==> src/rtl/iot_event_arbiter_if.sv <==
// ---------------------------------------------------------------------------
// iot_event_arbiter_if
// Bundles the requester-side handshake and the monitor-side event signals of
// the IoT event arbiter so that the arbiter and its users share one port.
//
// Signals:
//   req        requester -> arbiter  per-device request level, held until ack
//   req_on     requester -> arbiter  requested state per device (1=on, 0=off)
//   clr        requester -> arbiter  synchronous clear of state map and monitor
//   ack        arbiter -> requester  one-cycle grant, one-hot or zero
//   change     arbiter -> monitor    one-cycle event pulse
//   on_off     arbiter -> monitor    event direction, valid while change=1
//   mon_rst    arbiter -> monitor    one-cycle monitor clear pulse
//   active_map arbiter -> user       current on/off state per device
//   active_cnt arbiter -> user       number of devices currently on
//   busy       arbiter -> user       high while the arbiter holds a grant
//
// Modports: master is the requester/monitor side, slave is the arbiter.
// ---------------------------------------------------------------------------
interface iot_event_arbiter_if #(
  parameter int N_DEV = 4,
  parameter int CW    = 5
);

  logic [N_DEV-1:0] req;
  logic [N_DEV-1:0] req_on;
  logic             clr;
  logic [N_DEV-1:0] ack;
  logic             change;
  logic             on_off;
  logic             mon_rst;
  logic [N_DEV-1:0] active_map;
  logic [CW-1:0]    active_cnt;
  logic             busy;

  modport master (
    output req, req_on, clr,
    input  ack, change, on_off, mon_rst, active_map, active_cnt, busy
  );

  modport slave (
    input  req, req_on, clr,
    output ack, change, on_off, mon_rst, active_map, active_cnt, busy
  );

endinterface

==> src/rtl/iot_event_arbiter.sv <==
// ---------------------------------------------------------------------------
// iot_event_arbiter
// Shares the single change/on_off event input of the active-device monitor
// among N_DEV requesters. Pending requests are granted round-robin, one every
// two cycles, and each grant emits at most one event. The arbiter keeps its
// own copy of every device's on/off state and drops redundant requests (ON
// while on, OFF while off), so the monitor count always equals the number
// of active devices and can never wrap.
//
// Ports:
//   clk    system clock, rising edge
//   rst_n  asynchronous active-low reset
//   bus    iot_event_arbiter_if.slave (req, req_on, clr in; ack, change,
//          on_off, mon_rst, active_map, active_cnt, busy out)
//
// Parameters:
//   N_DEV  number of requesters, 2..16
//   CW     width of active_cnt, 2**CW must exceed N_DEV
// ---------------------------------------------------------------------------
module iot_event_arbiter #(
  parameter int N_DEV = 4,
  parameter int CW    = 5
) (
  input  logic               clk,
  input  logic               rst_n,
  iot_event_arbiter_if.slave bus
);

  localparam int PW = (N_DEV > 1) ? $clog2(N_DEV) : 1;

  typedef enum logic {
    IDLE = 1'b0,
    HOLD = 1'b1
  } state_e;

  state_e           state_q;
  logic [PW-1:0]    ptr_q;
  logic [N_DEV-1:0] ack_q;
  logic             change_q;
  logic             onOff_q;
  logic             monRst_q;
  logic [N_DEV-1:0] activeMap_q;
  logic [CW-1:0]    activeCnt_q;
  logic             busy_q;

  logic             winValid;
  logic [PW-1:0]    winIdx;
  logic [PW:0]      candSum;

  // Round-robin winner search. Candidates are visited from farthest
  // (ptr itself) to nearest (ptr+1); each hit overwrites the previous one,
  // so the nearest requester after ptr ends up as the winner. The sum is
  // one bit wider so a single conditional subtract gives the modulo even
  // when N_DEV is not a power of two.
  always_comb begin
    winValid = 1'b0;
    winIdx   = ptr_q;
    candSum  = '0;
    for (int k = N_DEV; k >= 1; k--) begin
      candSum = {1'b0, ptr_q} + (PW+1)'(k);
      if (candSum >= (PW+1)'(N_DEV)) begin
        candSum = candSum - (PW+1)'(N_DEV);
      end
      if (bus.req[candSum[PW-1:0]]) begin
        winValid = 1'b1;
        winIdx   = candSum[PW-1:0];
      end
    end
  end

  // Control FSM with every output registered. Clear beats everything else
  // but leaves the pointer alone, so fairness carries across a clear. A
  // grant in IDLE always moves to HOLD, which guarantees the requester has
  // one cycle to drop req before it could be sampled again. The counter is
  // only stepped together with an actual change event, which keeps it equal
  // to the population count of the map without a popcount adder.
  always_ff @(posedge clk or negedge rst_n) begin
    if (!rst_n) begin
      state_q     <= IDLE;
      ptr_q       <= PW'(N_DEV - 1);
      ack_q       <= '0;
      change_q    <= 1'b0;
      onOff_q     <= 1'b0;
      monRst_q    <= 1'b0;
      activeMap_q <= '0;
      activeCnt_q <= '0;
      busy_q      <= 1'b0;
    end else if (bus.clr) begin
      state_q     <= IDLE;
      ack_q       <= '0;
      change_q    <= 1'b0;
      onOff_q     <= 1'b0;
      monRst_q    <= 1'b1;
      activeMap_q <= '0;
      activeCnt_q <= '0;
      busy_q      <= 1'b0;
    end else begin
      monRst_q <= 1'b0;
      case (state_q)
        IDLE: begin
          if (winValid) begin
            state_q <= HOLD;
            ptr_q   <= winIdx;
            ack_q   <= {{(N_DEV-1){1'b0}}, 1'b1} << winIdx;
            busy_q  <= 1'b1;
            if (bus.req_on[winIdx] != activeMap_q[winIdx]) begin
              change_q            <= 1'b1;
              onOff_q             <= bus.req_on[winIdx];
              activeMap_q[winIdx] <= bus.req_on[winIdx];
              if (bus.req_on[winIdx]) begin
                activeCnt_q <= activeCnt_q + CW'(1);
              end else begin
                activeCnt_q <= activeCnt_q - CW'(1);
              end
            end else begin
              change_q <= 1'b0;
              onOff_q  <= 1'b0;
            end
          end else begin
            ack_q    <= '0;
            change_q <= 1'b0;
            onOff_q  <= 1'b0;
            busy_q   <= 1'b0;
          end
        end
        HOLD: begin
          state_q  <= IDLE;
          ack_q    <= '0;
          change_q <= 1'b0;
          onOff_q  <= 1'b0;
          busy_q   <= 1'b0;
        end
        default: begin
          state_q <= IDLE;
        end
      endcase
    end
  end

  assign bus.ack        = ack_q;
  assign bus.change     = change_q;
  assign bus.on_off     = onOff_q;
  assign bus.mon_rst    = monRst_q;
  assign bus.active_map = activeMap_q;
  assign bus.active_cnt = activeCnt_q;
  assign bus.busy       = busy_q;

endmodule

==> src/flat_wrapper.sv <==
// flat-port wrapper written by rule: the top's interface ports become plain ports
module iot_event_arbiter_flat 
#(
  parameter int N_DEV = 4,
  parameter int CW    = 5
)
  (clk, rst_n, bus_req, bus_req_on, bus_clr, bus_ack, bus_change, bus_on_off, bus_mon_rst, bus_active_map, bus_active_cnt, bus_busy);
  iot_event_arbiter_if #(.N_DEV(N_DEV), .CW(CW)) bus_i ();
  input  logic clk;
  input  logic rst_n;
  input wire logic [$bits(bus_i.req)-1:0] bus_req;
  input wire logic [$bits(bus_i.req_on)-1:0] bus_req_on;
  input wire logic [$bits(bus_i.clr)-1:0] bus_clr;
  output wire logic [$bits(bus_i.ack)-1:0] bus_ack;
  output wire logic [$bits(bus_i.change)-1:0] bus_change;
  output wire logic [$bits(bus_i.on_off)-1:0] bus_on_off;
  output wire logic [$bits(bus_i.mon_rst)-1:0] bus_mon_rst;
  output wire logic [$bits(bus_i.active_map)-1:0] bus_active_map;
  output wire logic [$bits(bus_i.active_cnt)-1:0] bus_active_cnt;
  output wire logic [$bits(bus_i.busy)-1:0] bus_busy;
  assign bus_i.req = bus_req;
  assign bus_i.req_on = bus_req_on;
  assign bus_i.clr = bus_clr;
  assign bus_ack = bus_i.ack;
  assign bus_change = bus_i.change;
  assign bus_on_off = bus_i.on_off;
  assign bus_mon_rst = bus_i.mon_rst;
  assign bus_active_map = bus_i.active_map;
  assign bus_active_cnt = bus_i.active_cnt;
  assign bus_busy = bus_i.busy;
  iot_event_arbiter #(.N_DEV(N_DEV), .CW(CW)) u_core (.clk(clk), .rst_n(rst_n), .bus(bus_i));
endmodule
==> config.mk <==
export PLATFORM = sky130hd
export DESIGN_NAME = iot_event_arbiter_flat
export DESIGN_NICKNAME = d
export VERILOG_FILES = /design/src/rtl/iot_event_arbiter_if.sv /design/src/rtl/iot_event_arbiter.sv /design/src/flat_wrapper.sv
export SDC_FILE = /design/constraint.sdc
export NUM_CORES = 1
export LEC_CHECK = 0
export BUFFER_PORTS_ARGS = -buffer_cell sky130_fd_sc_hd__buf_2
export CAP_MARGIN = 20
export CORE_MARGIN = 2
export CORE_UTILIZATION = 25
export CTS_BUF_LIST = sky130_fd_sc_hd__clkbuf_8
export DETAILED_ROUTE_END_ITERATION = 10
export GPL_TIMING_DRIVEN = 0
export PLACE_DENSITY = 0.52
export SYNTH_ARGS = -nofsm -noshare
export SYNTH_HDL_FRONTEND = slang
export SYNTH_SLANG_ARGS = --single-unit
==> constraint.sdc <==
create_clock -name clk -period 4.2 [get_ports clk]
set_clock_uncertainty 0.1 [all_clocks]
set_input_delay 0 -clock clk [delete_from_list [all_inputs] [get_ports clk]]
set_output_delay 0 -clock clk [all_outputs]
set_load 0.05 [all_outputs]
==> results of run 1 <==
kinds of logic after synthesis:
logic type                 after synthesis
AOI/OAI and AO/OA                       30
and+or+nand+nor                         37
adders and majority gates                3
muxes                                    9
buffers and inverters                    7
DFF                                     19
xor gates and xnor gates                 1
cells in the mapped netlist, drive strengths merged (2+ instances only):
cell type and n:
a21oi 5, ha 3, inv 4, mux2i 8, nand3 3, a22o 3, o21ai 6, dfrtp 17
a21o 2, o21a 2, nor2 16, nand2 5, dfstp 2, nand2b 6, nand3b 2, a211oi 2
clkbuf 2, a31oi 4
cell usage in the layout, fill, tap and decap left out, drive strengths merged, types with 4 or more instances in the layout:
| cell | Yosys | final |
|---|---|---|
| o21ai | 6 | 6 |
| mux2i | 8 | 8 |
| nor2 | 16 | 16 |
| a31oi | 4 | 4 |
| nand2b | 6 | 6 |
| buf | 1 | 28 |
| dfrtp | 17 | 17 |
| dlygate4sd3 | 0 | 6 |
| a21oi | 5 | 5 |
| nand2 | 5 | 5 |
| inv | 4 | 5 |
| clkbuf | 2 | 5 |
power breakdown:
group	switching, mW	leakage, nW	internal [mW]	total (mW)
registers	0.0327	0.249	0.227	0.260
logic	0.306	0.402	0.164	0.470
clock network	0.0621	0.0269	0.0651	0.127
worst max-delay path: stages (launching register included):
cell,delay [ps]
dfstp_2,530
buf_6,110
mux2i_1,230
o21a_2,210
nand2_1,190
mux2_1,360
a21oi_1,170
ha_1,260
a211oi_1,840
nor3b_1,320
mux2i_1,210
nor2_1,50
per-stage QoR:
stage               hold WS (ps)  cells  util (%)
finish                     62.66    193     33.67
global placement          -130.4    183     31.08
global route               85.87    193     33.67
detailed placement        -131.6    183     31.08
floorplan                 -395.6    106         -
CTS                        60.20    193     33.67
sequential cells by signal, indices dropped and copies added (netlist names):
name	flops
u_core.bus.ack	4
u_core.bus.active_cnt	5
u_core.bus.active_map	4
u_core.bus.busy	1
u_core.bus.change	1
u_core.bus.mon_rst	1
u_core.bus.on_off	1
u_core.ptr_q	2
metal layers:
| metal | wire length (µm) | vias up | global-route usage (%) |
|---|---|---|---|
| li1 | - | 455 | - |
| met1 | 1148 | 452 | 14.38 |
| met2 | 1242 | 22 | 18.70 |
| met3 | 131 | 4 | 3.052 |
| met4 | 21 | 0 | 3.704 |
| met5 | 0 | - | 0 |
final timing paths:
| kind | start | end | slack, ps | cells after the start |
|---|---|---|---|---|
| setup / recovery | u_core.ptr_q[1] | u_core.bus.active_map[0] | 490 | 11 |
| hold / removal | bus_req[2] | u_core.ptr_q[0] | 60 | 3 |
| setup reg to reg | u_core.ptr_q[1] | u_core.bus.active_map[0] | 490 | 11 |
| hold reg to reg | u_core.ptr_q[0] | u_core.ptr_q[0] | 440 | 2 |
| max in group asynchronous | rst_n | u_core.ptr_q[1] | 3550 | 2 |
| min in group asynchronous | rst_n | u_core.bus.active_cnt[3] | 110 | 2 |
final cells by class:
cell class / count / area (µm²)
repair buffers: 33 / 195.2
inverters: 4 / 20.02
flip-flops and latches: 19 / 478.0
fillers: 435 / 2691
multi-input cells: 80 / 546.8
well taps: 50 / 62.56
clock buffers: 3 / 41.29
plain buffers: 3 / 18.77
clock inverters: 1 / 3.754
timing repair:
item                       CTS  global route
hold endpoints to repair    24             0
hold buffers                 6             0
setup endpoints to repair    0             0
==> metrics, run 1 <==
Syn Area/Cell between 10 and 15 µm²; relative slew slack between 20% and 30%; fraction of registers with async set/reset 100.0%; power density cells between 600 and 700 mW/mm²; vias per cell a little under 5; Horiz. Die Dim approximately 69 µm; unrepaired setup endpoints after global routing no; Synth area leaders dfrtp_1 40%, mux2i_1 7.5%, nor2_1 5.6%; row count 23; crit path kind flip-flop to flip-flop; P_leak a little under 0.7 nW; largest family of logic cells by synthesized area compound AO/OA/AOI/OAI gates; first-pass GRT wire length approximately 4400 µm; Pwr Total 0.8568 mW; critical path endpoint category flip-flop; Yosys warning count 0; CTS Buf Count 3; Die Ht between 60 and 70 µm; worst slack, placed roughly 540 ps; largest net degree at the start of global routing 20; HPWL Detailed approximately 1900 µm; DRT antenna net count 0; Final Worst Setup Slack between 400 and 500 ps; post-synth cell types 37; Most used DFF post-synth dfrtp_1; largest area contributor in the netlist dfrtp_1; final setup fails 0; Synth Area in XOR/XNOR less than 1%; Synth Area in Simple Gates between 10% and 20%; DRC marker count from the first detailed-route iteration 23; clock latency on the worst-skew pair 260 ps; post-synth top area share approximately two fifths; # Max-Cap Violations 0; Area Growth Syn to Fin 28.47%; H-tree depth 1; DRC viols 0; IO Pins 28; Synth Instances about 110; n_diodes 0; VDD IR max roughly 0.00025 V; final hold vios 0; vias ~930; gpl congestion 0.8339; iteration count of the initial detailed-routing pass 4; # port buffers 27; vias in the first global route 981; WP data arrival 3740 ps; setup TNS 0 ps; Synth Area in Adders ~3.5%; CTS Buffer Depth 2; Post-DP Area around 0.0013 mm²; gr usage total a little under an eighth; Final Critical Period roughly 3700 ps; Clock Sinks 19; post-route cell area between 0.001 and 0.0015 mm²; Total Wirelength 2543 µm; initial cell density of the core 26.21%; total grt overflow 0; Crit Path Max Fanout 8; CTS tree built; area of the core roughly 0.0041 mm²; CP required roughly 4200 ps; share of post-route cells with drive strength above 1 roughly a quarter; Clock Tree Root clkbuf_8; f_max approximately 0.27 GHz; Post-CTS Setup Inserts 0; status complete, no violations; mux contribution to synthesized area between 8 and 9%; Nets 158; Synth Cell Area ~0.0011 mm²; critical path startpoint category flip-flop; Synthesized Nets 120; clock-pin slew on the worst setup and hold paths ~70 ps; WL per Instance approximately 13 µm; Slew @ Worst Pin 1064 ps; antenna violations before repair 0; post-cts resize count 0; Compound-Gate Fraction of Synth Area a little over a fifth; number of flops mapped to enable cells by yosys 0; max-slew violation count 0; post-synthesis sequential area ratio approximately 45%; die area between 0.004 and 0.005 mm²; Hold Crit Class input pin to flip-flop; ratio of final minimum period to clock period 88.26%; register bit total from synthesis 19
(Power assumes the default switching activity.)
==> run 2, diff against run 1 <==
- CORE_ASPECT_RATIO: unset -> 1.75
- CORE_UTILIZATION: 25 -> 35
- PLACE_DENSITY: 0.52 -> 0.65
==> metrics, run 2 (same netlist as run 1, synthesis figures left out) <==
share of post-route cells with drive strength above 1 approximately 27%; # placed instances roughly 160; combinational cell fraction of total power between 50% and 60%; Hold WS between 50 and 60 ps; DRC marker count from the first detailed-route iteration 33; area of the core about 0.0029 mm²; post-route cell area roughly 0.0013 mm²; clock-pin slew on the worst setup and hold paths 70 ps; final hold vios 0; gr usage total ~15%; crit path kind flip-flop to flip-flop; # Max-Cap Violations 0; CTS tree built; IO Pins 28; largest net degree at the start of global routing 20; f_max between 0.2 and 0.3 GHz; setup TNS 0 ps; DRT antenna net count 0; max-slew violation count 0; die area ~0.0035 mm²; Pwr Total roughly 0.85 mW; Crit path largest cell delay 770 ps; Hold Crit Class input pin to flip-flop; Nets roughly 160; initial cell density of the core between 30% and 40%; register area between 400 and 500 µm²; # fillers 291; WP data arrival about 3700 ps; unrepaired setup endpoints after global routing no; DRC viols 0; P_leak between 0.6 and 0.7 nW; most used cell along the critical path mux2i_1; critical path endpoint category flip-flop; ratio of final minimum period to clock period 87.12%; worst path cell trace buf_6 > mux2i_1 > o21a_2 > nand2_1 > mux2_1 > a21oi_1 > ha_1 > a211oi_1 > nor3b_1 > mux2i_1 > nor2_1; Clock Sinks 19; Area Growth Syn to Fin 26.24%; HPWL Detailed 1851 µm; sequential share of power just over 30%; vias slightly above 900; antenna violations before repair 0; most frequent cells in the layout 27 x buf_2, 17 x dfrtp_1, 16 x nor2_1; final cell count without fillers between 150 and 200; status complete, no violations; area of the multi-input gates approximately 550 µm²; max reg flops 5; CTS Buf Count 3; Die Ht about 77 µm; Post-CTS Setup Inserts 0; switching share of power 46.49%; relative slew slack 35.03%; vias per cell between 5 and 6; critical path startpoint category flip-flop; VDD IR max just under 0.0006 V; power density cells roughly 640 mW/mm²; n_diodes 0; iteration count of the initial detailed-routing pass 4; internal power between 0.4 and 0.5 mW; Slew @ Worst Pin around 970 ps; final setup fails 0; CP required about 4200 ps; total grt overflow 0; H-tree depth 1; Post-DP Area approximately 0.0012 mm²; first-pass GRT wire length 3995 µm; CTS Buffer Depth 2; WL per Instance roughly 14 µm; Final Critical Period 3659 ps; clock latency on the worst-skew pair approximately 250 ps; Clock Power Share 14.9%; gpl congestion around 0.84; Sw Pwr about 0.40 mW; slowest stage cell, crit path a211oi_1; commonest non-fill, non-tap cell in the layout buf_2; Clock Tree Root clkbuf_8; Total Wirelength 2316 µm; Crit Path Max Fanout 8; vias in the first global route approximately 900; Horiz. Die Dim 45.67 µm; # port buffers 27; row count 26
run 2: worst paths after layout:
| check | from | end | slack (ps) | cells after the start |
|---|---|---|---|---|
| min in group asynchronous | rst_n | u_core.bus.active_map[3] | 100 | 2 |
| max in group asynchronous | rst_n | u_core.ptr_q[1] | 3570 | 2 |
| min reg2reg | u_core.ptr_q[0] | u_core.ptr_q[0] | 440 | 2 |
| max reg2reg | u_core.ptr_q[1] | u_core.bus.active_map[0] | 540 | 11 |
| min | bus_req[2] | u_core.ptr_q[0] | 60 | 3 |
| max | u_core.ptr_q[1] | u_core.bus.active_map[0] | 540 | 11 |
run 2: through the flow:
step	setup slack [ps]	util, %
final	540.9	46.37
after floorplan	1065	-
after global routing	198.1	46.37
after detailed placement	592.8	42.61
after global placement	599.6	42.61
after CTS	537.5	46.37
run 2: metal layers:
layer	part of all wire (%)	GRT usage, %	up-vias
met1	39	18.02	435
met5	0	0	-
met3	4.0	2.588	4
li1	-	-	460
met4	1.4	6.176	0
met2	55	25.63	18
run 2: area by class of cell:
cell class	instances	share of cell area (%)
multi-input combinational	80	40.73
sequential	19	35.60
timing repair buffer	33	14.54
clock buffer	3	3.075
tap	28	2.610
inverter	4	1.491
buffer	3	1.398
clock inverter	1	0.5592
run 2: timing repair:
item                                   CTS  global route
gates resized for setup                  0             0
endpoints found under the hold margin   24             0
hold buffers                             6             0
run 2: worst max-delay path: cells and delay by family, from the launching register on:
| family | cells | cell delay (ps) |
|---|---|---|
| muxes | 3 | 810 |
| buffers and inverters | 1 | 120 |
| adders and majority gates | 1 | 260 |
| AOI/OAI and AO/OA | 3 | 1160 |
| and+or+nand+nor | 3 | 560 |
| DFF | 1 | 530 |
run 2: power by group through the flow:
| stage | clock (mW) | sequential [mW] | combinational, mW |
|---|---|---|---|
| after floorplan | 0 | 0.378 | 0.252 |
| after global routing | 0.137 | 0.268 | 0.513 |
| after global placement | 0 | 0.261 | 0.458 |
| final | 0.127 | 0.260 | 0.467 |
| after CTS | 0.131 | 0.261 | 0.472 |
| after detailed placement | 0 | 0.263 | 0.466 |
